**config.mk**
```make
export PLATFORM = sky130hd
export DESIGN_NAME = serial_adder_flat
export DESIGN_NICKNAME = d
export VERILOG_FILES = /design/src/rtl/adders_pkg.sv /design/src/rtl/serial_adder_if.sv /design/src/rtl/serial_adder_full_adder.sv /design/src/rtl/serial_adder.sv /design/src/flat_wrapper.sv
export SDC_FILE = /design/constraint.sdc
export NUM_CORES = 1
export LEC_CHECK = 0
export ABC_AREA = 0
export CORE_ASPECT_RATIO = 1.75
export CORE_MARGIN = 10
export CORE_UTILIZATION = 49
export DETAILED_ROUTE_END_ITERATION = 7
export GPL_TIMING_DRIVEN = 0
export PLACE_DENSITY = 0.78
export REMOVE_ABC_BUFFERS = 1
export SKIP_CTS_REPAIR_TIMING = 1
export SLEW_MARGIN = 20
export SYNTH_ARGS = -nofsm -noshare
export SYNTH_HDL_FRONTEND = slang
export SYNTH_SLANG_ARGS = --single-unit
```
**constraint.sdc**
```tcl
create_clock -name clk -period 1.6 [get_ports clk]
set_clock_uncertainty 0.2 [all_clocks]
set_input_delay 0.16 -clock clk [delete_from_list [all_inputs] [get_ports clk]]
set_output_delay 0.16 -clock clk [all_outputs]
set_load 0.02 [all_outputs]
```
**src/rtl/adders_pkg.sv**
```systemverilog
// Shared definitions for the adder family: state encoding for the serial
// adder FSM and a helper that sizes its bit counter.
package adders_pkg;

  localparam logic [1:0] S_IDLE  = 2'd0;
  localparam logic [1:0] S_SHIFT = 2'd1;
  localparam logic [1:0] S_DONE  = 2'd2;

  typedef enum logic [1:0] {
    ST_IDLE  = S_IDLE,
    ST_SHIFT = S_SHIFT,
    ST_DONE  = S_DONE
  } sa_state_t;

  // Counter must hold values 0..width; never narrower than one bit.
  function automatic int cnt_width(input int width);
    int w;
    w = $clog2(width + 1);
    return (w < 1) ? 1 : w;
  endfunction

endpackage

```
**src/rtl/serial_adder_if.sv**
```systemverilog
// Start/done handshake and operand/result bundle for the serial adder.
interface serial_adder_if #(
  parameter int WIDTH = 8
);

  logic             start;
  logic [WIDTH-1:0] a;
  logic [WIDTH-1:0] b;
  logic             cin;
  logic             busy;
  logic             done;
  logic [WIDTH-1:0] sum;
  logic             cout;

  modport master (
    output start, a, b, cin,
    input  busy, done, sum, cout
  );

  modport slave (
    input  start, a, b, cin,
    output busy, done, sum, cout
  );

endinterface

```
**src/rtl/serial_adder_full_adder.sv**
```systemverilog
// Single-bit full-adder cell reused every cycle by the serial adder.
module full_adder (
  input  logic a,
  input  logic b,
  input  logic cin,
  output logic s,
  output logic cout
);

  assign s    = a ^ b ^ cin;
  assign cout = (a & b) | (a & cin) | (b & cin);

endmodule

```
**src/rtl/serial_adder.sv**
```systemverilog
// Bit-serial adder: one full-adder cell and a carry flop process the
// operands LSB first, one bit per clock, under a start/busy/done handshake.
module serial_adder
  import adders_pkg::*;
#(
  parameter int WIDTH = 8
) (
  input  logic           clk,
  input  logic           rst,
  serial_adder_if.slave  bus
);

  localparam int                CNT_W    = cnt_width(WIDTH);
  localparam logic [CNT_W-1:0]  LAST_CNT = CNT_W'(WIDTH - 1);

  sa_state_t        state;
  logic [WIDTH-1:0] a_sr;
  logic [WIDTH-1:0] b_sr;
  logic             carry;
  logic [CNT_W-1:0] cnt;
  logic [WIDTH-1:0] sum_r;
  logic             cout_r;
  logic             busy_r;
  logic             done_r;
  logic             fa_s;
  logic             fa_c;
  logic             accept;

  full_adder u_fa (
    .a    (a_sr[0]),
    .b    (b_sr[0]),
    .cin  (carry),
    .s    (fa_s),
    .cout (fa_c)
  );

  // A new operation may begin from IDLE or straight out of DONE; start is
  // deliberately ignored while shifting.
  assign accept = bus.start && ((state == ST_IDLE) || (state == ST_DONE));

  always_ff @(posedge clk) begin
    if (rst) begin
      state  <= ST_IDLE;
      a_sr   <= '0;
      b_sr   <= '0;
      carry  <= 1'b0;
      cnt    <= '0;
      sum_r  <= '0;
      cout_r <= 1'b0;
      busy_r <= 1'b0;
      done_r <= 1'b0;
    end else begin
      done_r <= 1'b0;
      if (accept) begin
        a_sr   <= bus.a;
        b_sr   <= bus.b;
        carry  <= bus.cin;
        cnt    <= '0;
        sum_r  <= '0;
        cout_r <= 1'b0;
        busy_r <= 1'b1;
        state  <= ST_SHIFT;
      end else begin
        case (state)
          ST_SHIFT: begin
            // New sum bit enters at the MSB so the LSB lands at bit 0 last.
            sum_r <= (sum_r >> 1) | (WIDTH'(fa_s) << (WIDTH - 1));
            a_sr  <= a_sr >> 1;
            b_sr  <= b_sr >> 1;
            carry <= fa_c;
            cnt   <= cnt + 1'b1;
            if (cnt == LAST_CNT) begin
              cout_r <= fa_c;
              busy_r <= 1'b0;
              done_r <= 1'b1;
              state  <= ST_DONE;
            end
          end
          ST_DONE: begin
            state <= ST_IDLE;
          end
          ST_IDLE: begin
            state <= ST_IDLE;
          end
          default: begin
            busy_r <= 1'b0;
            state  <= ST_IDLE;
          end
        endcase
      end
    end
  end

  assign bus.busy = busy_r;
  assign bus.done = done_r;
  assign bus.sum  = sum_r;
  assign bus.cout = cout_r;

endmodule

```
**src/flat_wrapper.sv**
```systemverilog
// flat-port wrapper written by rule: the top's interface ports become plain ports
module serial_adder_flat import adders_pkg::*;
#(
  parameter int WIDTH = 8
)
  (clk, rst, bus_start, bus_a, bus_b, bus_cin, bus_busy, bus_done, bus_sum, bus_cout);
  serial_adder_if #(.WIDTH(WIDTH)) bus_i ();
  input  logic clk;
  input  logic rst;
  input wire logic [$bits(bus_i.start)-1:0] bus_start;
  input wire logic [$bits(bus_i.a)-1:0] bus_a;
  input wire logic [$bits(bus_i.b)-1:0] bus_b;
  input wire logic [$bits(bus_i.cin)-1:0] bus_cin;
  output wire logic [$bits(bus_i.busy)-1:0] bus_busy;
  output wire logic [$bits(bus_i.done)-1:0] bus_done;
  output wire logic [$bits(bus_i.sum)-1:0] bus_sum;
  output wire logic [$bits(bus_i.cout)-1:0] bus_cout;
  assign bus_i.start = bus_start;
  assign bus_i.a = bus_a;
  assign bus_i.b = bus_b;
  assign bus_i.cin = bus_cin;
  assign bus_busy = bus_i.busy;
  assign bus_done = bus_i.done;
  assign bus_sum = bus_i.sum;
  assign bus_cout = bus_i.cout;
  serial_adder #(.WIDTH(WIDTH)) u_core (.clk(clk), .rst(rst), .bus(bus_i));
endmodule
```
==> run_results.csv, run 1 <==
group,metric,value,unit
route,wl,3380,µm
floorplan,dieArea,5540,µm²
grt,antenna_found_initial,0,
clock_network,cts_tree,"yes",
synth,yosysUniqueCellTypes,28,
grt,grt_max_degree,32,
placed_design,gp_congestion,0.759,
worst_setup_path,r2r-end,"u_core.cnt[3]$_SDFFE_PP0N_",
worst_setup_path,r2r-start,"u_core.state[0]$_SDFFE_PP0P_",
worst_setup_path,worstPathMaxFanout,1,
route,drc,0,
grt,grt_pass1_vias,1200,
synth,synthesis.area,1420,µm²
timing,fmaxAchievable,0.646,GHz
grt,overflow,0,
worst_setup_path,end_kind,"primary output",
timing,hold_viol,0,
route,ant_nets,0,
route,drt_iter0_drc,49,
power_and_ir_drop,power_leakage,0.000821,µW
timing,grt_setup_unrepaired,"false",
clock_network,htreeDepth,2,
hold_path,min_path_type,"primary input to register",
worst_setup_path,path_class,"register to primary output",
floorplan,die_x,60.7,µm
timing,fin_hold_ws,234,ps
power_and_ir_drop,ir_drop,0.743,mV
floorplan,pin_count,31,
worst_setup_path,critPathBufInv,1,
synth,synth_area_per_cell,8.62,µm²
clock_network,clockRootBuffer,"clkbuf_8",
job,max-cap-violations,0,
synth,synth_cells,165,
hold_path,hold_path_depth,3,
timing,relSlewSlack,41.9,%
run_status,status,"finished clean",
worst_setup_path,r2r_slack,130,ps
worst_setup_path,crit_chain,"clkdlybuf4s50_1",
clock_network,insertion_delay,290,ps
worst_setup_path,slowest_delay,590,ps
route,dr.pass1.iters,4,
hold_path,worstHoldStart,"bus_b[7]",
cells_and_area,final_cell_mix,"45 x nand2_1, 33 x dfxtp_1, 19 x clkdlybuf4s50_1",
placed_design,hpwl,2220,µm
floorplan,core,2750,µm²
worst_setup_path,cp-startpoint,"u_core.bus.done$_SDFF_PP0_",
timing,final.setup.tns,0,ps
synth,yosysWarnings,0,
grt,grt_pass1_wl,5320,µm
cells_and_area,final_common_cell,"nand2_1",
floorplan,die_y,91.3,µm
floorplan,initial_core_util,51.7,%
clock_network,cts_sinks,34,
cells_and_area,diodes,0,
worst_setup_path,reg2reg_depth,3,
clock_network,ctsLongestPathBuffers,2,
power_and_ir_drop,power.density,957,nW/µm²
synth,ys_seq_area_share,47.8,%
worst_setup_path,cp-endpoint,"bus_done",
worst_setup_path,arrival,1190,ps
worst_setup_path,path_depth,1,
cells_and_area,final_layout_size_suffix_gt1_share,10.4,%
synth,synth-seq-cells,34,
clock_network,path_clk_slew,70,ps
worst_setup_path,slowest_stage,"clkdlybuf4s50_1",
placed_design,port_buffers,30,
worst_setup_path,critical_path_required,1240,ps
cells_and_area,nFillCells,237,
worst_setup_path,cp-start-kind,"register",
worst_setup_path,critPathTopFamily,"buffers and inverters",
timing,timing.final.crit_period,1550,ps
cells_and_area,syn_to_final_growth,28.7,%
route,wl_per_cell,15.4,µm
timing,setup_viol,0,
timing,tightest_slew,870,ps
grt,grt_use_total,12.1,%
timing,period_share,96.8,%
cells_and_area,num-nets-final,214,
route,post_drt_via_cell_ratio,5.71,
timing,slew_viol_final,0,
floorplan,rows,25,
clock_network,cts_made_buffers,5,
route,vias,1251,
state kept, by name, summed over array words and instances, names as in the netlist, 2 cells and up:
| signal | count |
|---|---|
| u_core.cnt | 4 |
| u_core.bus.sum | 8 |
| u_core.a_sr | 8 |
| u_core.state | 2 |
| u_core.b_sr | 8 |
cells in the mapped netlist, drive strengths merged:
library cell	count	area (µm²)
xnor2	1	8.76
mux2i	1	10.0
or3	1	6.26
a21oi	15	75.1
nor2b	4	25.0
a211oi	1	7.51
and2b	1	7.51
nor3	1	5.00
nor2	17	63.8
dfxtp	34	681
buf	11	68.8
clkbuf	1	3.75
a22oi	2	15.0
nand2b	4	25.0
nand4	1	6.26
nand3	4	20.0
a311oi	13	151
nand2	45	169
ha	1	12.5
fa	1	20.0
xor2	1	8.76
a21o	2	15.0
o21ai	2	10.0
nand3b	1	7.51
logic make-up after synthesis:
logic type | share of synthesized area [%]
flops | 47.8
compound gates | 19.3
mux | 0.704
xor+xnor | 1.23
buf+inv | 5.10
simple gates | 23.6
fa+ha+maj | 2.29
area by class of cell:
type / instances / area, µm² / area share (%)
Clock buffer: 5 / 68.8 / 3.76
Clock inverter: 2 / 10.0 / 0.547
Multi-Input combinational cell: 121 / 708 / 38.7
Sequential cell: 34 / 682 / 37.3
Tap cell: 27 / 33.8 / 1.85
Timing Repair Buffer: 30 / 328 / 17.9
how the worst min path moves through the flow:
stage	slack, ps	to
after detailed placement	270	u_core.bus.sum[2]$_SDFFE_PP0N_
after global routing	280	u_core.b_sr[7]$_SDFFE_PP0P_
after global placement	240	u_core.bus.sum[0]$_SDFFE_PP0N_
after floorplan	30	u_core.a_sr[1]$_SDFFE_PP0P_
after CTS	230	u_core.b_sr[7]$_SDFFE_PP0P_
final	230	u_core.b_sr[7]$_SDFFE_PP0P_
where the power goes:
group          switching (µW)  internal (µW)
Combinational             127            107
Sequential               29.7            892
Clock                     306            292
through the flow:
step	total power, µW	utilization [%]	instances	instance area [µm²]	worst slack (ps)
after detailed placement	1160	61.2	210	1680	-898
after global placement	1150	61.2	210	1680	-870
after global routing	1820	66.5	219	1830	23.6
after CTS	1740	64.0	217	1760	-818
final	1750	66.5	219	1830	50.9
after floorplan	1060	-	153	1350	-323
per-layer routing:
metal | GRT usage, % | vias to the layer above | routed length [µm]
li1 | - | 616 | -
met1 | 12.7 | 601 | 1350
met2 | 20.1 | 26 | 1870
met3 | 4.04 | 8 | 105
met4 | 6.25 | 0 | 59
met5 | 0 | - | 0
No activity file was read; power rests on OpenSTA's default activity.
==> run 2: changes to the inputs <==
--- a/config.mk
+++ b/config.mk
@@ -13,6 +13,7 @@
 export GPL_TIMING_DRIVEN = 0
 export PLACE_DENSITY = 0.78
 export REMOVE_ABC_BUFFERS = 1
+export SETUP_SLACK_MARGIN = 0.1
 export SKIP_CTS_REPAIR_TIMING = 1
 export SLEW_MARGIN = 20
 export SYNTH_ARGS = -nofsm -noshare
==> run_results.csv, run 2 (synthesis results as in run 1) <==
group,metric,value,unit
run_status,status,"finished clean",
grt,grt_use_total,12.1,%
power_and_ir_drop,power.density,945,nW/µm²
clock_network,cts_made_buffers,5,
timing,hold_viol,0,
cells_and_area,syn_to_final_growth,31.2,%
route,wl_per_cell,15.7,µm
power_and_ir_drop,power_leakage,0.000855,µW
timing,grt_setup_unrepaired,"true",
cells_and_area,final_layout_size_suffix_gt1_share,11.9,%
grt,grt_pass1_wl,5320,µm
clock_network,cts_tree,"yes",
floorplan,die_x,60.7,µm
route,wl,3460,µm
clock_network,clockRootBuffer,"clkbuf_8",
grt,overflow,0,
placed_design,placedCellCount,210,
cells_and_area,final_cell_count_no_fill,221,
timing,tightest_slew,865,ps
route,ant_nets,0,
power_and_ir_drop,ir_drop,0.749,mV
placed_design,port_buffers,30,
power_and_ir_drop,p_int,1300,µW
floorplan,pin_count,31,
grt,grt_max_degree,32,
placed_design,gp_congestion,0.759,
power_and_ir_drop,p_switching,467,µW
timing,period_share,90.9,%
cells_and_area,diodes,0,
cells_and_area,final_common_cell,"nand2_1",
floorplan,initial_core_util,51.7,%
timing,setup_ws,145,ps
worst_setup_path,path_class,"register to register",
timing,final.setup.tns,0,ps
cells_and_area,final_cell_mix,"45 x nand2_1, 33 x dfxtp_1, 18 x clkdlybuf4s50_1",
timing,setup_viol,0,
timing,timing.final.crit_period,1450,ps
worst_setup_path,end_kind,"register",
route,vias,1277,
worst_setup_path,critical_path_required,1610,ps
placed_design,dp_slack,-898,ps
worst_setup_path,worstPathMaxFanout,16,
job,max-cap-violations,0,
grt,antenna_found_initial,0,
worst_setup_path,arrival,1470,ps
route,drt_iter0_drc,35,
clock_network,path_clk_slew,70,ps
floorplan,dieArea,5540,µm²
power_and_ir_drop,p_sw_share,26.5,%
route,dr.pass1.iters,4,
grt,grt_pass1_vias,1200,
timing,slew_viol_final,0,
worst_setup_path,cp-start-kind,"register",
floorplan,rows,25,
clock_network,cts_sinks,34,
clock_network,htreeDepth,2,
cells_and_area,num-nets-final,216,
power_and_ir_drop,seqPwrFrac,52.4,%
placed_design,hpwl,2220,µm
timing,relSlewSlack,42.2,%
clock_network,ctsLongestPathBuffers,2,
floorplan,die_y,91.3,µm
timing,fmaxAchievable,0.687,GHz
clock_network,insertion_delay,290,ps
power_and_ir_drop,clockPowerShare,33.9,%
route,post_drt_via_cell_ratio,5.78,
floorplan,core,2750,µm²
hold_path,min_path_type,"primary input to register",
route,drc,0,
power_and_ir_drop,p_comb_share,13.7,%
-- run 2: cell count changes in the layout (fill, tap and decap cells not counted), sizes merged --
cell | before | now
and2b | 2 | 3
clkdlybuf4s50 | 19 | 18
dlymetal6s2s | 11 | 12
nand2b | 5 | 6
-- run 2: critical path, cell delays in order (launching register included) --
cell and delay, ps:
dfxtp_2 490, nand2b_4 300, nand2b_2 200, a21oi_1 170
-- run 2: metal layers --
layer	up-vias	global-route usage, %	wire (µm)
li1	623	-	-
met1	613	12.7	1360
met2	32	20.1	1880
met3	9	4.04	129
met4	0	6.25	93
met5	-	0	0
-- run 2: final timing paths --
| kind | startpoint | endpoint | slack (ps) | cells past startpoint |
|---|---|---|---|---|
| min | bus_b[7] | u_core.b_sr[7]$_SDFFE_PP0P_ | 240 | 3 |
| max | u_core.state[0]$_SDFFE_PP0P_ | u_core.bus.sum[0]$_SDFFE_PP0N_ | 150 | 3 |
| max reg2reg | u_core.state[0]$_SDFFE_PP0P_ | u_core.bus.sum[0]$_SDFFE_PP0N_ | 150 | 3 |
| min reg2reg | u_core.bus.sum[2]$_SDFFE_PP0N_ | u_core.bus.sum[2]$_SDFFE_PP0N_ | 270 | 2 |
-- run 2: final cells by class --
class	count	area [µm²]
clock buffer	5	68.8
fill	228	886
tap	27	33.8
clock inverter	2	10.0
timing repair buffer	30	330
multi-input combinational	123	742
sequential	34	682
-- run 2: power by group through the flow --
| stage | sequential [µW] | clock, µW | combinational [µW] |
|---|---|---|---|
| after floorplan | 935 | 0 | 123 |
| after global placement | 934 | 0 | 215 |
| after detailed placement | 937 | 0 | 221 |
| after CTS | 917 | 605 | 223 |
| after global routing | 929 | 632 | 268 |
| final | 924 | 598 | 242 |
-- run 2: metrics by stage --
stage | hold WS [ps] | total power, µW | instance area (µm²) | utilization [%]
2_1_floorplan | 27.9 | 1060 | 1350 | -
3_3_place_gp | 242 | 1150 | 1680 | 61.2
6_report | 243 | 1760 | 1870 | 67.8
3_5_place_dp | 266 | 1160 | 1680 | 61.2
4_1_cts | 234 | 1740 | 1760 | 64.0
5_1_grt | 279 | 1830 | 1870 | 67.8
